File: src/rtl/spc_pcx_req_issue_pkg.sv
// Shared constants for the core-side PCX request issue stage.
// Covers the packet width, the destination bit map, the per-destination outstanding limit and the issue FSM encoding.
// Contains no ports and no logic, only types, constants and one helper function.
package spc_pcx_req_issue_pkg;

    // PCX packet payload width
    localparam int PCX_WIDTH    = 124;

    // One-hot destination map: L2 banks 0..3 then the IO/FPU port
    localparam int PCX_NUM_DEST = 5;
    localparam int DEST_L2B0    = 0;
    localparam int DEST_L2B1    = 1;
    localparam int DEST_L2B2    = 2;
    localparam int DEST_L2B3    = 3;
    localparam int DEST_IO      = 4;

    // The PCX queues at most two ungranted packets per destination
    localparam int PCX_MAX_OUT  = 2;

    // Issue FSM encoding
    localparam logic [0:0] ST_IDLE  = 1'b0;
    localparam logic [0:0] ST_ATOM2 = 1'b1;

    typedef logic [PCX_NUM_DEST-1:0] dest_t;
    typedef logic [1:0]              out_cnt_t;

    // Grant return. The result saturates at zero, so a grant for a packet
    // that was issued before a reset is absorbed instead of wrapping.
    function automatic out_cnt_t cnt_sat_dec(input out_cnt_t cnt, input logic dec);
        return (dec && (cnt != 2'd0)) ? (cnt - 2'd1) : cnt;
    endfunction

endpackage

File: src/rtl/spc_pcx_req_fifo.sv
// Request FIFO: this block holds the packets queued by the LSU in front of the issue FSM.
// Latency: a pushed entry becomes visible at the head one cycle later. The head is shown combinationally from storage.
// Backpressure: o_full is taken from the registered count only, so a pop in the same cycle does not free a slot.
// Ports: i_push/i_push_dat write the tail, i_pop drops the head, o_head_dat is the head entry,
//        o_count is the number of stored entries, o_full is set when count equals DEPTH, o_empty is set when count is zero.
module spc_pcx_req_fifo #(
    parameter int DEPTH = 4,
    parameter int W     = 130
) (
    input  logic                     rclk,
    input  logic                     arst_l,
    input  logic                     i_push,
    input  logic [W-1:0]             i_push_dat,
    input  logic                     i_pop,
    output logic [W-1:0]             o_head_dat,
    output logic [$clog2(DEPTH):0]   o_count,
    output logic                     o_full,
    output logic                     o_empty
);

    localparam int AW = $clog2(DEPTH);
    localparam int CW = AW + 1;

    logic [W-1:0]  r_mem [DEPTH];
    logic [AW-1:0] r_wr_ptr;
    logic [AW-1:0] r_rd_ptr;
    logic [CW-1:0] r_count;

    logic          w_do_push;
    logic          w_do_pop;

    assign o_full     = (r_count == CW'(DEPTH));
    assign o_empty    = (r_count == '0);
    assign o_count    = r_count;
    assign o_head_dat = r_mem[r_rd_ptr];

    // Qualify locally so a stray push or pop can never corrupt the pointers
    assign w_do_push  = i_push & ~o_full;
    assign w_do_pop   = i_pop  & ~o_empty;

    // DEPTH is a power of two, so the pointers wrap naturally
    always_ff @(posedge rclk or negedge arst_l) begin
        if (!arst_l) begin
            r_wr_ptr <= '0;
            r_rd_ptr <= '0;
            r_count  <= '0;
            for (int i = 0; i < DEPTH; i++) begin
                r_mem[i] <= '0;
            end
        end else begin
            if (w_do_push) begin
                r_mem[r_wr_ptr] <= i_push_dat;
                r_wr_ptr        <= r_wr_ptr + 1'b1;
            end
            if (w_do_pop) begin
                r_rd_ptr <= r_rd_ptr + 1'b1;
            end
            case ({w_do_push, w_do_pop})
                2'b10:   r_count <= r_count + 1'b1;
                2'b01:   r_count <= r_count - 1'b1;
                default: r_count <= r_count;
            endcase
        end
    end

endmodule

File: src/rtl/spc_pcx_req_issue.sv
// Core-side PCX request issue stage: queues LSU packets, tracks ungranted packets per destination and issues requests.
// Latency: the request goes out 1 cycle after the entry reaches the FIFO head (PQ). The data follows 1 cycle later (PA).
// Backpressure: enq_rdy drops when the FIFO is full. A destination that already has MAX_OUT ungranted packets stalls the head.
// Ports: rclk/arst_l clock and async active-low reset. enq_* is the LSU enqueue interface.
//        spc_pcx_req_pq_buf/spc_pcx_atom_pq_buf/spc_pcx_data_pa_buf drive the PCX output buffer.
//        pcx_spc_grant_px_buf carries the per-destination grants. fifo_empty and proto_err are status outputs.
// Optional: define SPC_PCX_REQ_CHK_EN to build the sticky protocol checker. Without it proto_err is tied 0.
module spc_pcx_req_issue
    import spc_pcx_req_issue_pkg::*;
#(
    parameter int DEPTH   = 4,
    parameter int PW      = PCX_WIDTH,
    parameter int MAX_OUT = PCX_MAX_OUT
) (
    input  logic                    rclk,
    input  logic                    arst_l,
    input  logic                    enq_vld,
    input  logic [PW-1:0]           enq_data,
    input  logic [PCX_NUM_DEST-1:0] enq_dest,
    input  logic                    enq_atom,
    output logic                    enq_rdy,
    output logic [PCX_NUM_DEST-1:0] spc_pcx_req_pq_buf,
    output logic                    spc_pcx_atom_pq_buf,
    output logic [PW-1:0]           spc_pcx_data_pa_buf,
    input  logic [PCX_NUM_DEST-1:0] pcx_spc_grant_px_buf,
    output logic                    fifo_empty,
    output logic                    proto_err
);

    localparam int       CW    = $clog2(DEPTH) + 1;
    localparam int       EW    = PW + PCX_NUM_DEST + 1;
    localparam out_cnt_t MAX_C = out_cnt_t'(MAX_OUT);

    // FIFO interface
    logic [EW-1:0]    w_head_ent;
    logic [CW-1:0]    w_count;
    logic             w_full;
    logic             w_empty;
    logic             w_push;
    logic             w_head_atom;
    dest_t            w_head_dest;
    logic [PW-1:0]    w_head_dat;

    // Issue state
    logic [0:0]       r_state;
    dest_t            r_atom_dest;
    out_cnt_t [PCX_NUM_DEST-1:0] r_out_cnt;
    logic             r_pend_vld;
    logic [PW-1:0]    r_pend_dat;

    // Issue decision
    out_cnt_t [PCX_NUM_DEST-1:0] w_cnt_ag;
    out_cnt_t [PCX_NUM_DEST-1:0] w_cnt_nxt;
    logic             w_norm_ok;
    logic             w_atom_ok;
    logic             w_issue_norm;
    logic             w_issue_atom1;
    logic             w_issue_atom2;
    logic             w_issue;
    dest_t            w_issue_dest;
    logic [0:0]       w_state_nxt;

    assign w_push     = enq_vld & ~w_full;
    assign enq_rdy    = ~w_full;
    assign fifo_empty = w_empty;

    spc_pcx_req_fifo #(
        .DEPTH (DEPTH),
        .W     (EW)
    ) u_fifo (
        .rclk       (rclk),
        .arst_l     (arst_l),
        .i_push     (w_push),
        .i_push_dat ({enq_atom, enq_dest, enq_data}),
        .i_pop      (w_issue),
        .o_head_dat (w_head_ent),
        .o_count    (w_count),
        .o_full     (w_full),
        .o_empty    (w_empty)
    );

    assign {w_head_atom, w_head_dest, w_head_dat} = w_head_ent;

    // This cycle's grants are subtracted before the eligibility test, so a
    // slot freed by a grant can be reused in the same cycle.
    always_comb begin
        w_norm_ok = 1'b1;
        w_atom_ok = 1'b1;
        for (int d = 0; d < PCX_NUM_DEST; d++) begin
            w_cnt_ag[d] = cnt_sat_dec(r_out_cnt[d], pcx_spc_grant_px_buf[d]);
            if (w_head_dest[d]) begin
                if (w_cnt_ag[d] >= MAX_C) w_norm_ok = 1'b0;
                if (w_cnt_ag[d] != 2'd0)  w_atom_ok = 1'b0;
            end
        end
    end

    // An atomic needs both halves queued and both destination slots free.
    // Once the first half has issued, the second half goes out unconditionally
    // on the next cycle, so no other request can issue between the two halves.
    assign w_issue_norm  = (r_state == ST_IDLE) & ~w_empty & ~w_head_atom & w_norm_ok;
    assign w_issue_atom1 = (r_state == ST_IDLE) & ~w_empty &  w_head_atom & w_atom_ok
                         & (w_count >= CW'(2));
    assign w_issue_atom2 = (r_state == ST_ATOM2) & ~w_empty;
    assign w_issue       = w_issue_norm | w_issue_atom1 | w_issue_atom2;
    assign w_issue_dest  = w_issue_atom2 ? r_atom_dest : w_head_dest;

    always_comb begin
        for (int d = 0; d < PCX_NUM_DEST; d++) begin
            w_cnt_nxt[d] = w_cnt_ag[d] + {1'b0, (w_issue & w_issue_dest[d])};
        end
    end

    always_comb begin
        w_state_nxt = r_state;
        if (w_issue_atom1) begin
            w_state_nxt = ST_ATOM2;
        end else if (r_state == ST_ATOM2) begin
            w_state_nxt = ST_IDLE;
        end
    end

    always_ff @(posedge rclk or negedge arst_l) begin
        if (!arst_l) begin
            r_state             <= ST_IDLE;
            r_atom_dest         <= '0;
            r_out_cnt           <= '0;
            r_pend_vld          <= 1'b0;
            r_pend_dat          <= '0;
            spc_pcx_req_pq_buf  <= '0;
            spc_pcx_atom_pq_buf <= 1'b0;
            spc_pcx_data_pa_buf <= '0;
        end else begin
            r_state             <= w_state_nxt;
            r_out_cnt           <= w_cnt_nxt;
            spc_pcx_req_pq_buf  <= w_issue ? w_issue_dest : '0;
            spc_pcx_atom_pq_buf <= w_issue_atom1;
            if (w_issue_atom1) begin
                r_atom_dest <= w_head_dest;
            end
            // The payload is staged one cycle so that it lands on PA, one cycle
            // behind its request. data_pa holds its value between issues.
            r_pend_vld <= w_issue;
            if (w_issue) begin
                r_pend_dat <= w_head_dat;
            end
            if (r_pend_vld) begin
                spc_pcx_data_pa_buf <= r_pend_dat;
            end
        end
    end

`ifdef SPC_PCX_REQ_CHK_EN
    logic w_err_grant;
    logic w_err_issue;
    logic w_err_atom;
    logic r_proto_err;

    always_comb begin
        w_err_grant = 1'b0;
        w_err_issue = 1'b0;
        for (int d = 0; d < PCX_NUM_DEST; d++) begin
            if (pcx_spc_grant_px_buf[d] && (r_out_cnt[d] == 2'd0)) w_err_grant = 1'b1;
            if (w_issue && w_issue_dest[d] && (w_cnt_ag[d] == MAX_C)) w_err_issue = 1'b1;
        end
    end

    // An atomic first half that arrives in the last free slot, with no pop in
    // the same cycle, leaves no room for its second half.
    assign w_err_atom = enq_vld & enq_atom & (w_count == CW'(DEPTH - 1)) & ~w_issue;

    always_ff @(posedge rclk or negedge arst_l) begin
        if (!arst_l) begin
            r_proto_err <= 1'b0;
        end else begin
            r_proto_err <= r_proto_err | w_err_grant | w_err_issue | w_err_atom;
        end
    end

    assign proto_err = r_proto_err;
`else
    assign proto_err = 1'b0;
`endif

endmodule

File: config.mk
export PLATFORM = sky130hd
export DESIGN_NAME = spc_pcx_req_issue
export DESIGN_NICKNAME = d
export VERILOG_FILES = /design/src/rtl/spc_pcx_req_issue_pkg.sv /design/src/rtl/spc_pcx_req_fifo.sv /design/src/rtl/spc_pcx_req_issue.sv
export SDC_FILE = /design/constraint.sdc
export NUM_CORES = 1
export LEC_CHECK = 0
export ABC_AREA = 1
export CORE_MARGIN = 2
export CORE_UTILIZATION = 45
export DETAILED_ROUTE_END_ITERATION = 8
export PLACE_DENSITY = 0.66
export SYNTH_ARGS = -nofsm -noshare
export SYNTH_HDL_FRONTEND = slang
export SYNTH_HIERARCHICAL = 1
export SYNTH_SLANG_ARGS = --single-unit
File: constraint.sdc
create_clock -name rclk -period 2.8 [get_ports rclk]
set_input_delay 0.28 -clock rclk [delete_from_list [all_inputs] [get_ports rclk]]
set_output_delay 0.28 -clock rclk [all_outputs]
set_load 0.05 [all_outputs]
==> results of run 1 <==
critical path: stages, from the launching register on:
cell and delay, ns:
dfrtp_4 0.54, inv_8 0.11, o21ai_0 0.08, o21ai_1 0.26
nand3_1 0.11, nand2_1 0.13, nor2_4 0.06, a21oi_4 0.20
nand2_8 0.06, nand2_1 0.08, inv_1 0.05, ha_1 0.18
inv_1 0.09, fa_2 0.43, o21ai_0 0.16
synth_stat cells:
cell type     n  area share
inv_1        41      0.0043
buf_4        18      0.0037
nand2_2       1     0.00017
o21ai_1      16      0.0022
nand2_1    1345        0.14
buf_1        53      0.0055
clkbuf_1    103       0.011
ha_1         15      0.0052
fa_1          1     0.00055
nand4_1     521       0.090
dfrtp_1     797        0.55
conb_1        1     0.00010
clkinv_1      1     0.00010
and2_1        4     0.00069
nand3_1     153       0.021
nand2_4       1     0.00031
nor2_1      405       0.042
o21ai_0     385       0.053
buf_2       200       0.028
nor2_2        1     0.00017
a21oi_4       1     0.00045
inv_2         3     0.00031
mux2_2      124       0.039
xnor2_1       6      0.0015
cells by family after synthesis:
family / share of synthesized area
adders and majority gates: 0.00574
buffers and inverters: 0.0523
and+or+nand+nor: 0.294
xor gates and xnor gates: 0.00145
muxes: 0.0386
AOI/OAI and AO/OA: 0.0559
DFF: 0.552
other: 0.000104
placed cells by master, fill, tap and decap left out, types with 2 or more instances in the layout:
cell	count
ha_1	11
o21ai_2	4
nor2_2	5
xnor2_1	6
inv_8	2
nand3_4	5
and2_1	4
inv_1	41
clkbuf_1	18
clkinv_2	16
o21ai_0	379
diode_2	7
bufinv_16	7
nand2_8	2
clkinv_8	2
buf_12	29
clkdlybuf4s50_1	267
nand2_1	1344
ha_4	4
o21ai_1	18
nor2_1	399
mux2_2	124
nand4_1	521
nor2_4	2
clkbuf_8	24
buf_4	68
inv_2	2
dfrtp_4	2
clkbuf_16	92
nand3_1	148
dfrtp_1	795
metal layers:
| layer | up-vias | wire length, µm | global-route usage |
|---|---|---|---|
| li1 | 14300 | - | - |
| met1 | 15200 | 47500 | 0.368 |
| met2 | 1210 | 51600 | 0.419 |
| met3 | 132 | 7980 | 0.0387 |
| met4 | 6 | 1990 | 0.0743 |
| met5 | - | 45 | 0 |
per-stage QoR:
stage | total power [W] | setup TNS [ns]
2_1_floorplan | 0.0374 | -0.0242
3_3_place_gp | 0.0457 | 0
3_5_place_dp | 0.0463 | 0
4_1_cts | 0.0585 | 0
5_1_grt | 0.0627 | -0.0681
6_report | 0.0586 | 0
final timing paths:
kind                       slack [ns]  depth (start not counted)               start                end
setup / recovery                 0.18                         14  u_fifo/r_rd_ptr[0]  u_fifo/o_count[1]
hold / removal                   0.26                          2              arst_l       r_out_cnt[5]
setup reg to reg                 0.18                         14  u_fifo/r_rd_ptr[0]  u_fifo/o_count[1]
hold reg to reg                  0.46                          2   u_fifo/r_mem[321]  u_fifo/r_mem[321]
max in group asynchronous        1.61                          3              arst_l         r_pend_vld
min in group rclk                0.30                          3        enq_data[42]  u_fifo/r_mem[432]
flip-flops by register name, indices dropped and copies added (netlist names):
signal / cells
u_fifo/r_mem: 520
u_fifo/r_rd_ptr: 2
r_pend_vld: 1
u_fifo/o_count: 3
r_out_cnt: 10
r_atom_dest: 5
r_pend_dat: 124
r_state: 1
u_fifo/r_wr_ptr: 2
spc_pcx_data_pa_buf: 124
spc_pcx_req_pq_buf: 5
power by group:
part | switching [W] | internal [W] | total [W]
registers | 0.00308 | 0.0170 | 0.0200
logic | 0.0180 | 0.00857 | 0.0265
clock network | 0.00479 | 0.00723 | 0.0120
cell type report:
| class | count | area (µm²) | area share |
|---|---|---|---|
| timing repair buffer | 369 | 3850 | 0.0899 |
| clock buffer | 133 | 2680 | 0.0624 |
| sequential | 797 | 20000 | 0.466 |
| inverter | 45 | 184 | 0.00429 |
| antenna | 7 | 17.5 | 0.000409 |
| clock inverter | 28 | 348 | 0.00812 |
| multi-input combinational | 2980 | 14500 | 0.339 |
| tap | 1050 | 1310 | 0.0307 |
what timing repair did:
action,in CTS,in global routing
hold endpoints to repair,40,0
hold buffers,1,0
cloned,0,1
setup buffers,0,5
resized for setup,1,17
pin swaps,0,4
setup endpoints to repair,2,112
==> flow_summary.json, run 1 <==
{
  "dp_hpwl_um": 58400,
  "cp_max_fo": 13,
  "synth.distinct_cells": 24,
  "dieWidth_um": 287,
  "vias_per_cell": 5.70,
  "cts_sinks": 797,
  "post-route-drc-count": 0,
  "cp.arrival_ns": 3.16,
  "grt_overflow_total": 0,
  "num-fill-cells": 7174,
  "syn-num-nets": 4350,
  "io_buffers": 269,
  "wire_per_inst_um": 20.2,
  "synth-warning-count": 6,
  "avgSynthCellArea_um2": 8.62,
  "die-area_um2": 82600,
  "cap_viol_max_count": 0,
  "status": "completed",
  "ys_seq_area_frac": 0.552,
  "hold-worst-slack_ns": 0.261,
  "cp_data_required_time_ns": 3.34,
  "drive_above_1_share": 0.0917,
  "utilization": 0.541,
  "finClkSkew_ns": 0.0356,
  "cts_tree": "built",
  "fmax_mhz": 382,
  "clkTransAtPathRegs_ns": 0.06,
  "placed_area_um2": 39700,
  "cts-root-buf": "clkbuf_16",
  "antenna_found_initial": 11,
  "dr.pass1.iters": 5,
  "path_class": "reg2reg",
  "insertion_delay_ns": 0.65,
  "io_pins": 271,
  "final_cells": 5409,
  "syn_area_um2": 36200,
  "wirelength_um": 109000,
  "dieHeight_um": 287,
  "report.final.slew_viol_count": 0,
  "fin_crit_ns": 2.62,
  "vias": 30800,
  "areaGrowthSynthToFinish_pct": 18.5,
  "rsz0062_at_grt": "yes",
  "synth-seq-cells": 797,
  "critPathLaunchType": "flop",
  "worst_pin_slew_ns": 1.18,
  "endpoint_kind": "flop",
  "setup_slack_ns": 0.181,
  "p_leak_nw": 20.9,
  "grt_pass1_wl_um": 172000,
  "drtIter0Drc": 3381,
  "initial_core_util": 0.456,
  "grt_max_degree": 251,
  "grt_pass1_vias": 29700,
  "grt.total_usage": 0.261,
  "hold_violations": 0,
  "period_share": 0.936,
  "placed_cells": 5234,
  "rows": 103,
  "dp_worst_setup_slack_ns": 0.0202,
  "postRouteAntennaNets": 0,
  "postLayoutCellArea_um2": 42800,
  "core_area_um2": 79300,
  "clockBufferDepth": 3,
  "hold_class": "in2async",
  "ir_drop_v": 0.00127,
  "numCtsBuffers": 87,
  "gp_congestion": 0.782,
  "maxSlewHeadroom": 0.212,
  "num-nets-final": 4434,
  "setup_violations": 0,
  "htree_levels": 3,
  "syn_inst": 4196,
  "power.density_nw_per_um2": 1370
}
Power figures use the tool's default switching activity.
==> run 2: changes to the inputs <==
--- a/config.mk
+++ b/config.mk
@@ -10,6 +10,7 @@
 export CORE_UTILIZATION = 45
 export DETAILED_ROUTE_END_ITERATION = 8
 export PLACE_DENSITY = 0.66
+export SETUP_SLACK_MARGIN = 0.2
 export SYNTH_ARGS = -nofsm -noshare
 export SYNTH_HDL_FRONTEND = slang
 export SYNTH_HIERARCHICAL = 1
==> flow_summary.json, run 2 (synthesis results as in run 1) <==
{
  "r2r_cells": 7,
  "cp_max_fo": 132,
  "final_cell_mix": "nand2_1, dfrtp_1, nand4_1",
  "antenna_found_initial": 8,
  "dr.pass1.iters": 6,
  "rsz0062_at_grt": "yes",
  "areaGrowthSynthToFinish_pct": 18.0,
  "period_share": 0.922,
  "post-route-drc-count": 0,
  "finalPower_w": 0.0578,
  "cts_sinks": 797,
  "seqCellArea_um2": 20000,
  "cap_viol_max_count": 0,
  "fmax_mhz": 387,
  "endpoint_kind": "flop",
  "finClkSkew_ns": 0.0203,
  "drtIter0Drc": 3316,
  "cts_tree": "built",
  "vias": 30800,
  "mostFrequentLayoutCell": "nand2_1",
  "dieWidth_um": 287,
  "worst_pin_slew_ns": 1.23,
  "fin_crit_ns": 2.58,
  "critPathLaunchType": "flop",
  "grt.total_usage": 0.264,
  "grt_pass1_vias": 30000,
  "reg_top3": "u_fifo/r_mem (520), r_pend_dat (124), spc_pcx_data_pa_buf (124)",
  "num-fill-cells": 7303,
  "htree_levels": 3,
  "numCtsBuffers": 85,
  "initial_core_util": 0.456,
  "hold_violations": 0,
  "grt_pass1_wl_um": 174000,
  "vias_per_cell": 5.73,
  "gp_congestion": 0.794,
  "grt_max_degree": 219,
  "num-nets-final": 4423,
  "hold_class": "in2async",
  "clockBufferDepth": 3,
  "report.final.slew_viol_count": 0,
  "reg2reg_from": "u_fifo/r_rd_ptr[1]",
  "io_buffers": 269,
  "largest-register": "u_fifo/r_mem",
  "rrSetupSlack_ns": 0.22,
  "io_pins": 271,
  "clkTransAtPathRegs_ns": 0.06,
  "multi_input_area_um2": 14600,
  "dieHeight_um": 287,
  "cp_data_required_time_ns": 3.37,
  "wire_per_inst_um": 20.3,
  "core_area_um2": 79300,
  "maxSlewHeadroom": 0.180,
  "path_class": "reg2reg",
  "rr_endpoint": "r_pend_dat[17]",
  "crit_start": "u_fifo/r_rd_ptr[1]",
  "grt_overflow_total": 0,
  "cp.arrival_ns": 3.15,
  "cts-root-buf": "clkbuf_16",
  "status": "completed",
  "setup-tns-final_ns": 0,
  "wirelength_um": 109000,
  "drive_above_1_share": 0.0880,
  "endpoint": "r_pend_dat[17]",
  "die-area_um2": 82600,
  "power.density_nw_per_um2": 1350,
  "rows": 103,
  "postRouteAntennaNets": 0,
  "insertion_delay_ns": 0.64,
  "p_leak_nw": 20.8,
  "setup_violations": 0,
  "dp_hpwl_um": 58800,
  "largest_reg_flops": 520,
  "ir_drop_v": 0.00135
}
## run 2: changes by cell type in the layout (fill, tap and decap cells not counted), moves of 7 or more
cell,delta
clkbuf_8,-9
buf_4,-24
o21ai_0,-7
buf_12,+13
## run 2: critical path: stages (launching register included)
cell      delay [ns]
dfrtp_1         0.42
clkinv_4        0.12
buf_4           0.62
buf_12          0.53
o21ai_0         0.18
o21ai_0         0.33
nand2_1         0.11
nand2_1         0.09
## run 2: power breakdown
part	total [W]	switching (W)	internal, W	leakage, nW
Sequential	0.0202	0.00321	0.0170	10.0
Combinational	0.0264	0.0179	0.00851	9.41
Clock	0.0111	0.00465	0.00650	1.33
## run 2: routing by layer
metal  vias to the layer above  track usage  wire, µm
li1                      14200            -         -
met1                     15200        0.379     48000
met2                      1221        0.421     51000
met3                       158       0.0372      7920
met4                         6       0.0710      2390
met5                         -            0        38
## run 2: timing repair
action / in CTS / in global routing
hold buffers: 1 / 0
gates cloned: 0 / 1
pin swaps: 3 / 12
gates resized for setup: 4 / 24
buffers inserted: 1 / 5
endpoints found under the setup margin: 20 / 133
hold endpoints to repair: 85 / 0
## run 2: how the worst min path moves through the flow
stage            from               endpoint  slack (ns)  depth (start not counted)
2_1_floorplan  arst_l         r_atom_dest[0]       -0.02                          0
3_3_place_gp   arst_l  spc_pcx_req_pq_buf[1]        0.25                          1
3_5_place_dp   arst_l         r_atom_dest[0]        0.24                          1
4_1_cts        arst_l         r_atom_dest[3]        0.18                          2
5_1_grt        arst_l  spc_pcx_req_pq_buf[3]        0.19                          2
6_report       arst_l  spc_pcx_req_pq_buf[3]        0.19                          2
## run 2: layout make-up
class,count,share of cell area
clock inverter,22,0.00625
timing repair inverter,1,0.000147
antenna,5,0.000293
multi-input combinational,2980,0.341
clock buffer,125,0.0574
tap,1050,0.0308
inverter,45,0.00446
timing repair buffer,359,0.0920
sequential,797,0.468
## run 2: per-stage QoR
step	utilization	setup slack (ns)	hold slack, ns	cells	area, µm²
after floorplan	-	0.166	-0.0156	4196	36300
after global placement	0.502	0.192	0.247	5224	39800
after detailed placement	0.502	0.139	0.242	5224	39800
after CTS	0.537	0.201	0.176	5373	42500
after global routing	0.538	0.0274	0.186	5384	42700
final	0.538	0.218	0.194	5384	42700
